==> config.mk <==
export PLATFORM = sky130hd
export DESIGN_NAME = bus_src_fifo
export DESIGN_NICKNAME = d
export VERILOG_FILES = /design/src/rtl/bus_pkg.sv /design/src/rtl/bus_fifo_ram.sv /design/src/rtl/bus_src_fifo.sv
export SDC_FILE = /design/constraint.sdc
export NUM_CORES = 1
export LEC_CHECK = 0
export CELL_PAD_IN_SITES_DETAIL_PLACEMENT = 0
export CELL_PAD_IN_SITES_GLOBAL_PLACEMENT = 1
export CORE_MARGIN = 8
export CORE_UTILIZATION = 41
export CTS_BUF_LIST = sky130_fd_sc_hd__clkbuf_16
export DETAILED_ROUTE_END_ITERATION = 16
export PLACE_DENSITY = 0.72
export SYNTH_ARGS = -nofsm -noshare
export SYNTH_HDL_FRONTEND = slang
export SYNTH_SLANG_ARGS = --single-unit
==> constraint.sdc <==
create_clock -name clk -period 2.9 [get_ports clk]
set_input_delay 0.58 -clock clk [delete_from_list [all_inputs] [get_ports clk]]
set_output_delay 0.58 -clock clk [all_outputs]
set_load 0.005 [all_outputs]
==> src/rtl/bus_pkg.sv <==
// Shared definitions for the bus source FIFO: destination field width,
// broadcast ID, destination extraction helper and the status pulse struct.
package bus_pkg;

  localparam logic [7:0] BCAST_ID  = 8'hFF;
  localparam int         DST_W     = 8;
  // Widest packet the helper accepts; narrower packets are zero-extended.
  localparam int         PKT_MAX_W = 64;

  // One-cycle status pulses raised by a FIFO instance.
  typedef struct packed {
    logic overflow;
    logic bad_dst;
    logic underflow;
  } fifo_status_t;

  // Destination ID lives in the top DST_W bits of a pckg_sz-wide packet.
  function automatic logic [DST_W-1:0] get_dst(input logic [PKT_MAX_W-1:0] pkt,
                                               input int pckg_sz);
    return pkt[pckg_sz-1 -: DST_W];
  endfunction

endpackage

==> src/rtl/bus_fifo_ram.sv <==
// Storage for the bus source FIFO: depth x width register array,
// synchronous write, asynchronous (fall-through) read. Never cleared.
module bus_fifo_ram #(
  parameter int W     = 16,
  parameter int DEPTH = 8,
  parameter int AW    = $clog2(DEPTH)
) (
  input  logic          clk,
  input  logic          we,
  input  logic [AW-1:0] waddr,
  input  logic [W-1:0]  wdata,
  input  logic [AW-1:0] raddr,
  output logic [W-1:0]  rdata
);

  logic [W-1:0] mem_reg [DEPTH];

  // Write the addressed entry when the controller accepts a packet.
  always_ff @(posedge clk) begin
    if (we) begin
      mem_reg[waddr] <= wdata;
    end
  end

  assign rdata = mem_reg[raddr];

endmodule

==> src/rtl/bus_src_fifo.sv <==
// Per-device source FIFO feeding one pndng/D_pop lane of the bus.
// Drops packets addressed to this device; first-word fall-through read.
// Optional build macro: BUS_FIFO_STATS_EN enables the wr_cnt/drop_cnt
// saturating counters; without it both ports are tied to zero.
module bus_src_fifo
  import bus_pkg::*;
#(
  parameter int         pckg_sz   = 16,
  parameter int         depth     = 8,
  parameter int         id        = 0,
  parameter int         drvrs     = 4,
  parameter logic [7:0] broadcast = BCAST_ID
) (
  input  logic                       clk,
  input  logic                       reset,
  input  logic                       wr,
  input  logic [pckg_sz-1:0]         D_in,
  output logic                       full,
  output logic                       pndng,
  output logic [pckg_sz-1:0]         D_pop,
  input  logic                       pop,
  output logic [$clog2(depth+1)-1:0] count,
  output logic                       overflow,
  output logic                       bad_dst,
  output logic                       underflow,
  output logic [15:0]                wr_cnt,
  output logic [15:0]                drop_cnt
);

  localparam int AW = $clog2(depth);
  localparam int CW = $clog2(depth+1);
  localparam logic [DST_W-1:0] ID_L    = DST_W'(id);
  localparam logic [DST_W-1:0] DRVRS_L = DST_W'(drvrs);

  logic [AW-1:0]      rd_ptr_reg, wr_ptr_reg;
  logic [CW-1:0]      count_reg, count_next;
  fifo_status_t       status_reg, status_next;
  logic [DST_W-1:0]   dst;
  logic               dst_known;
  logic               self_dst;
  logic               pop_eff;
  logic               wr_acc;
  logic [pckg_sz-1:0] ram_rdata;

  bus_fifo_ram #(
    .W     (pckg_sz),
    .DEPTH (depth),
    .AW    (AW)
  ) u_ram (
    .clk   (clk),
    .we    (wr_acc),
    .waddr (wr_ptr_reg),
    .wdata (D_in),
    .raddr (rd_ptr_reg),
    .rdata (ram_rdata)
  );

  // Broadcast and out-of-range IDs pass unfiltered; only our own ID is dropped.
  assign dst       = get_dst(PKT_MAX_W'(D_in), pckg_sz);
  assign dst_known = (dst != broadcast) && (dst < DRVRS_L);
  assign self_dst  = wr && dst_known && (dst == ID_L);

  assign full    = (count_reg == CW'(depth));
  assign pndng   = (count_reg != '0);
  assign pop_eff = pop && pndng;
  // A pop in the same cycle frees the slot, so a full FIFO still takes the write.
  assign wr_acc  = wr && !self_dst && (!full || pop_eff);

  // Next occupancy and the status pulses for this cycle's events.
  always_comb begin
    count_next            = count_reg + CW'(wr_acc) - CW'(pop_eff);
    status_next           = '0;
    status_next.bad_dst   = self_dst;
    status_next.overflow  = wr && !self_dst && full && !pop_eff;
    status_next.underflow = pop && !pndng;
  end

  // Pointers, occupancy and pulse flags; reset discards contents and ignores wr/pop.
  always_ff @(posedge clk) begin
    if (!reset) begin
      rd_ptr_reg <= '0;
      wr_ptr_reg <= '0;
      count_reg  <= '0;
      status_reg <= '0;
    end else begin
      if (wr_acc)  wr_ptr_reg <= wr_ptr_reg + 1'b1;
      if (pop_eff) rd_ptr_reg <= rd_ptr_reg + 1'b1;
      count_reg  <= count_next;
      status_reg <= status_next;
    end
  end

  assign D_pop     = pndng ? ram_rdata : '0;
  assign count     = count_reg;
  assign overflow  = status_reg.overflow;
  assign bad_dst   = status_reg.bad_dst;
  assign underflow = status_reg.underflow;

`ifdef BUS_FIFO_STATS_EN
  logic [15:0] wr_cnt_reg, drop_cnt_reg;

  // Saturating accepted / dropped write counters.
  always_ff @(posedge clk) begin
    if (!reset) begin
      wr_cnt_reg   <= '0;
      drop_cnt_reg <= '0;
    end else begin
      if (wr_acc && wr_cnt_reg != 16'hFFFF)
        wr_cnt_reg <= wr_cnt_reg + 16'd1;
      if ((status_next.overflow || status_next.bad_dst) && drop_cnt_reg != 16'hFFFF)
        drop_cnt_reg <= drop_cnt_reg + 16'd1;
    end
  end

  assign wr_cnt   = wr_cnt_reg;
  assign drop_cnt = drop_cnt_reg;
`else
  assign wr_cnt   = '0;
  assign drop_cnt = '0;
`endif

endmodule

Yosys cells after proc, flatten, opt, wreduce, memory -nomap -nowiden
Memories as Yosys holds them, arrays and structs flattened. A register that Yosys moved wholly into a read port is not among the register bits. Cells that the tools add are included.

Flip-flop bits (word level): 13. Bits in writable memories: 128. Input bits: 20. Output and inout port bits: 57. Memories kept: 1.

Memory list: u_ram.mem_reg (depth 8, bits a word 16, read ports 1, clocked after memory_dff 1, write ports 1, RTL line bus_fifo_ram.sv:16) `logic [W-1:0] mem_reg [DEPTH];`.

$add $sub $neg: 4. Order comparisons: 1. Equal/unequal tests: 2. Multiplexer cells: 5. Reductions and logical operators: 16.

Operator list (count): 16-bit 2-to-1 mux (1); 1-bit logical AND (9); 8-bit zero test (1); 8-bit by 3-bit < comparator with 1-bit output (second input constant) (1); 8-bit inequality test (second input constant) (1); 3-bit by 1-bit adder with 3-bit output (second input constant) (2); 3-bit 2-to-1 mux (2); 4-bit by 1-bit adder with 4-bit output (1); 4-bit equality test (second input constant) (1); 1-bit zero test (4); 4-bit nonzero test (1); 4-bit by 1-bit subtractor with 4-bit output (1); 1-bit 2-to-1 mux (2); 1-bit logical OR (1).

Longest topological paths before layout
Word-level depth: 9. Mapped depth: 12.

Hierarchy
A second synthesis with hierarchy kept.

Cells, all modules: 318. Area total of the unflattened synthesis: 5973.2 um^2.

Modules (own cells, without submodules): bus_fifo_ram (instances 1, cells an instance 198, area an instance 4973.5 um^2); bus_src_fifo (instances 1, cells an instance 120, area an instance 999.7 um^2).

Worst setup path before layout
Ideal clock, no wire load.

Path type: input to register. From: input pop. To: memory u_ram.mem_reg[4][0] (enable). Library setup time: 0.409 ns. Arrival time: 2.401 ns. Required time: 2.491 ns. Setup slack: 0.090 ns. Cell stages on the path: 4. Path buffers: 0. Cells stage by stage: nor2b_1 > o221ai_4 > or2_1 > nor3_1.

Longest elaborated chain between the ends: 5.

Ends and longest elaborated chain: start, declared (RTL line bus_src_fifo.sv:21) `input logic pop,`; 1-bit logical AND (RTL line bus_src_fifo.sv:65) `assign pop_eff = pop && pndng;`; 1-bit logical OR (RTL line bus_src_fifo.sv:67) `assign wr_acc = wr && !self_dst && (!full || pop_eff);`; 1-bit logical AND (RTL line bus_src_fifo.sv:67); 1-bit 2-to-1 mux (RTL line bus_fifo_ram.sv:20) `if (we) begin`; 1-bit 2-to-1 mux (not written as such) (RTL line bus_fifo_ram.sv:21) `mem_reg[waddr] <= wdata;`; end, declared (RTL line bus_fifo_ram.sv:16).

No other way between the ends.

==> results.yml <==
run_status:
  status: "complete, no violations"
logic_synthesis:
  ys_ff_latch: 144
  synthFlopType: "edfxtp_1"
  syn_avg_cell_area_um2: 18.4
  synth-edff-count: 128
  synthArstFlopShare_pct: 0
  yosys_warnings: 0
  synth_cell_types: 36
  netlist_instances: 320
  yosysSeqAreaShare_pct: 70.9
  netlist_area_um2: 5870
pwr:
  p_total_w: 0.00642
  ir_worst_vdd_uv: 416
  p_leak_nw: 2.43
  power_density_nw_per_um2: 883
  combinationalPowerShare_pct: 30.0
  p_seq_share_pct: 39.5
  switching_share_pct: 27.8
  power_switching_w: 0.00178
  clock_power_share_pct: 30.4
  internal_power_w: 0.00463
floorplanning:
  start_util_pct: 42.2
  pin_count: 77
  die_area_um2: 18400
  die_w_um: 136
  die_h_um: 136
  rows: 43
  core_um2: 13900
layout:
  n_antenna_cell: 0
  fin_nets: 423
  stdcell_count: 588
  post-route-cell-area_um2: 7270
  final_cell_mix: "edfxtp_1, clkdlybuf4s50_1, mux4_2, conb_1, nor2_1"
  drive_gt1_share_pct: 23.0
  final_common_cell: "edfxtp_1"
  largest_register_ffs: 128
  synthToLayoutAreaGrowth_pct: 23.8
sta:
  final.setup_skew_ns: 0.00978
  drv_slew: 0
  final-setup-viol-count: 0
  final.period_utilization_pct: 97.2
  period_needed_ns: 2.82
  hold_violations: 0
  timing.fmax_mhz: 355
  holdWs_ns: 0.499
drt:
  vias: 2899
  drt_iter0_markers: 235
  wl_per_cell_um: 19.7
  drcViolationCount: 0
  vias_per_cell: 4.93
  ant_nets: 0
  drt_wl_total_um: 11600
  firstDrtPassIters: 4
clocking:
  cts_max_path_buffers: 2
  clock-root-buffer: "clkbuf_16"
  path_clk_slew_ns: 0.06
  numCtsBuffers: 17
  htree_levels: 4
  clk_latency_ns: 0.41
  postCtsHoldBufs: 0
  cts_setup_buffers: 0
  clkSinkCount: 144
  cts_tree: "built"
placed_design:
  numPortBuffers: 44
  place_inst: 554
  dpl.hpwl_um: 6750
  gp_congestion: 0.727
  placed_cell_area_um2: 6670
critical_path:
  rrSetupSlack_ns: 0.49
  critPathLaunchType: "flip-flop"
  worst-path-buf-inv: 2
  cpPeakStageDelay_ns: 0.51
  critPathSlowestCell: "mux4_2"
  crit_path_end_kind: "output port"
  cp_max_fo: 8
  cp.arrival_ns: 2.24
  cp_data_required_time_ns: 2.32
  path_cells: "buf_12 > mux4_2 > mux2i_1 > nor2_1 > clkdlybuf4s50_1"
  path_delay_family: "multiplexers"
  critPathKind: "flip-flop to output port"
flow_run:
  drv_cap: 0
global_routing:
  grt_pass1_vias: 3074
  grt-ovfl-total: 0
  grt_max_degree: 33
  grt_pass1_wl_um: 17400
  track_usage_pct: 12.8
  antenna_found_initial: 0
worst_hold_path:
  hold_class: "flip-flop to flip-flop"
Yosys cell counts, types with 3 or more instances:
| cell | count | share of area, % |
|---|---|---|
| mux4_2 | 32 | 12 |
| nand2b_1 | 3 | 0.32 |
| xnor2_1 | 3 | 0.45 |
| ha_1 | 7 | 1.5 |
| clkbuf_1 | 5 | 0.32 |
| inv_1 | 7 | 0.45 |
| o21ai_0 | 3 | 0.26 |
| nand2_1 | 5 | 0.32 |
| edfxtp_1 | 128 | 65 |
| buf_4 | 32 | 4.1 |
| and2_1 | 8 | 0.85 |
| nor2_1 | 22 | 1.4 |
| mux2i_1 | 16 | 2.7 |
| nand3_1 | 4 | 0.34 |
| buf_2 | 5 | 0.43 |
| dfxtp_1 | 16 | 5.5 |
| nor3_1 | 3 | 0.26 |
stage by stage:
step / worst slack [ns] / TNS, ns / util (%)
finish: 0.0804 / 0 / 52.2
global route: -0.00239 / -0.00433 / 52.2
CTS: -0.0212 / -0.124 / 52.0
detailed placement: -0.287 / -0.775 / 47.9
global placement: -0.215 / -0.608 / 47.9
floorplan: 0.0898 / 0 / -
power by group through the flow:
stage	Combinational, W	Sequential [W]	Clock, W
after floorplan	0.00106	0.00254	0
after detailed placement	0.00188	0.00256	0
final	0.00193	0.00254	0.00195
after CTS	0.00194	0.00253	0.00199
after global placement	0.00185	0.00255	0
after global routing	0.00210	0.00255	0.00208
worst reg2reg max path: cells and delay by family, from the launching register on:
family,cells,cell delay [ns]
AND/OR/NAND/NOR,2,0.66
buffers and inverters,1,0.11
XOR/XNOR,1,0.17
flip-flops,1,0.32
AO/OA/AOI/OAI,2,0.28
adder cells (fa/ha/maj),3,0.77
final timing paths:
path	start	end	cells after the start
worst min-delay path	wr_ptr_reg[2]$_SDFFE_PN0P_	wr_ptr_reg[2]$_SDFFE_PN0P_	2
worst max register to register	count[2]$_SDFF_PN0_	count[2]$_SDFF_PN0_	9
worst max-delay path	flip-flop	D_pop[11]	5
worst min register to register	wr_ptr_reg[2]$_SDFFE_PN0P_	wr_ptr_reg[2]$_SDFFE_PN0P_	2
layout make-up:
cell class,instances,area [µm²]
clock buffers,17,425
clock inverters,15,114
fillers,1112,6660
inverters,8,30.0
multi-input cells,156,1520
flip-flops and latches,144,4170
well taps,180,225
repair buffers,68,790
per-layer routing:
metal | track usage (%) | wire length (µm)
met1 | 15.3 | 4870
met2 | 22.0 | 5930
met3 | 3.26 | 729
met4 | 4.38 | 86
met5 | 0 | 0
timing repair:
item                       in CTS  in global routing
gates resized for setup         0                  4
pin swaps                       0                  0
hold endpoints to repair        0                  0
cloned                          1                  1
setup endpoints to repair       3                 18
cells by family (layout without fill, tap and decap cells):
| kind of cell | count (synthesis) | count (layout) | synth area share, % |
|---|---|---|---|
| buffers and inverters | 51 | 108 | 5.41 |
| DFF | 144 | 144 | 70.9 |
| adders and majority gates | 8 | 8 | 1.83 |
| other | 1 | 32 | 0.0638 |
| muxes | 48 | 48 | 15.0 |
| xor gates and xnor gates | 5 | 5 | 0.746 |
| and+or+nand+nor | 54 | 54 | 4.81 |
| AOI/OAI and AO/OA | 9 | 9 | 1.26 |
(Power assumes the default switching activity.)
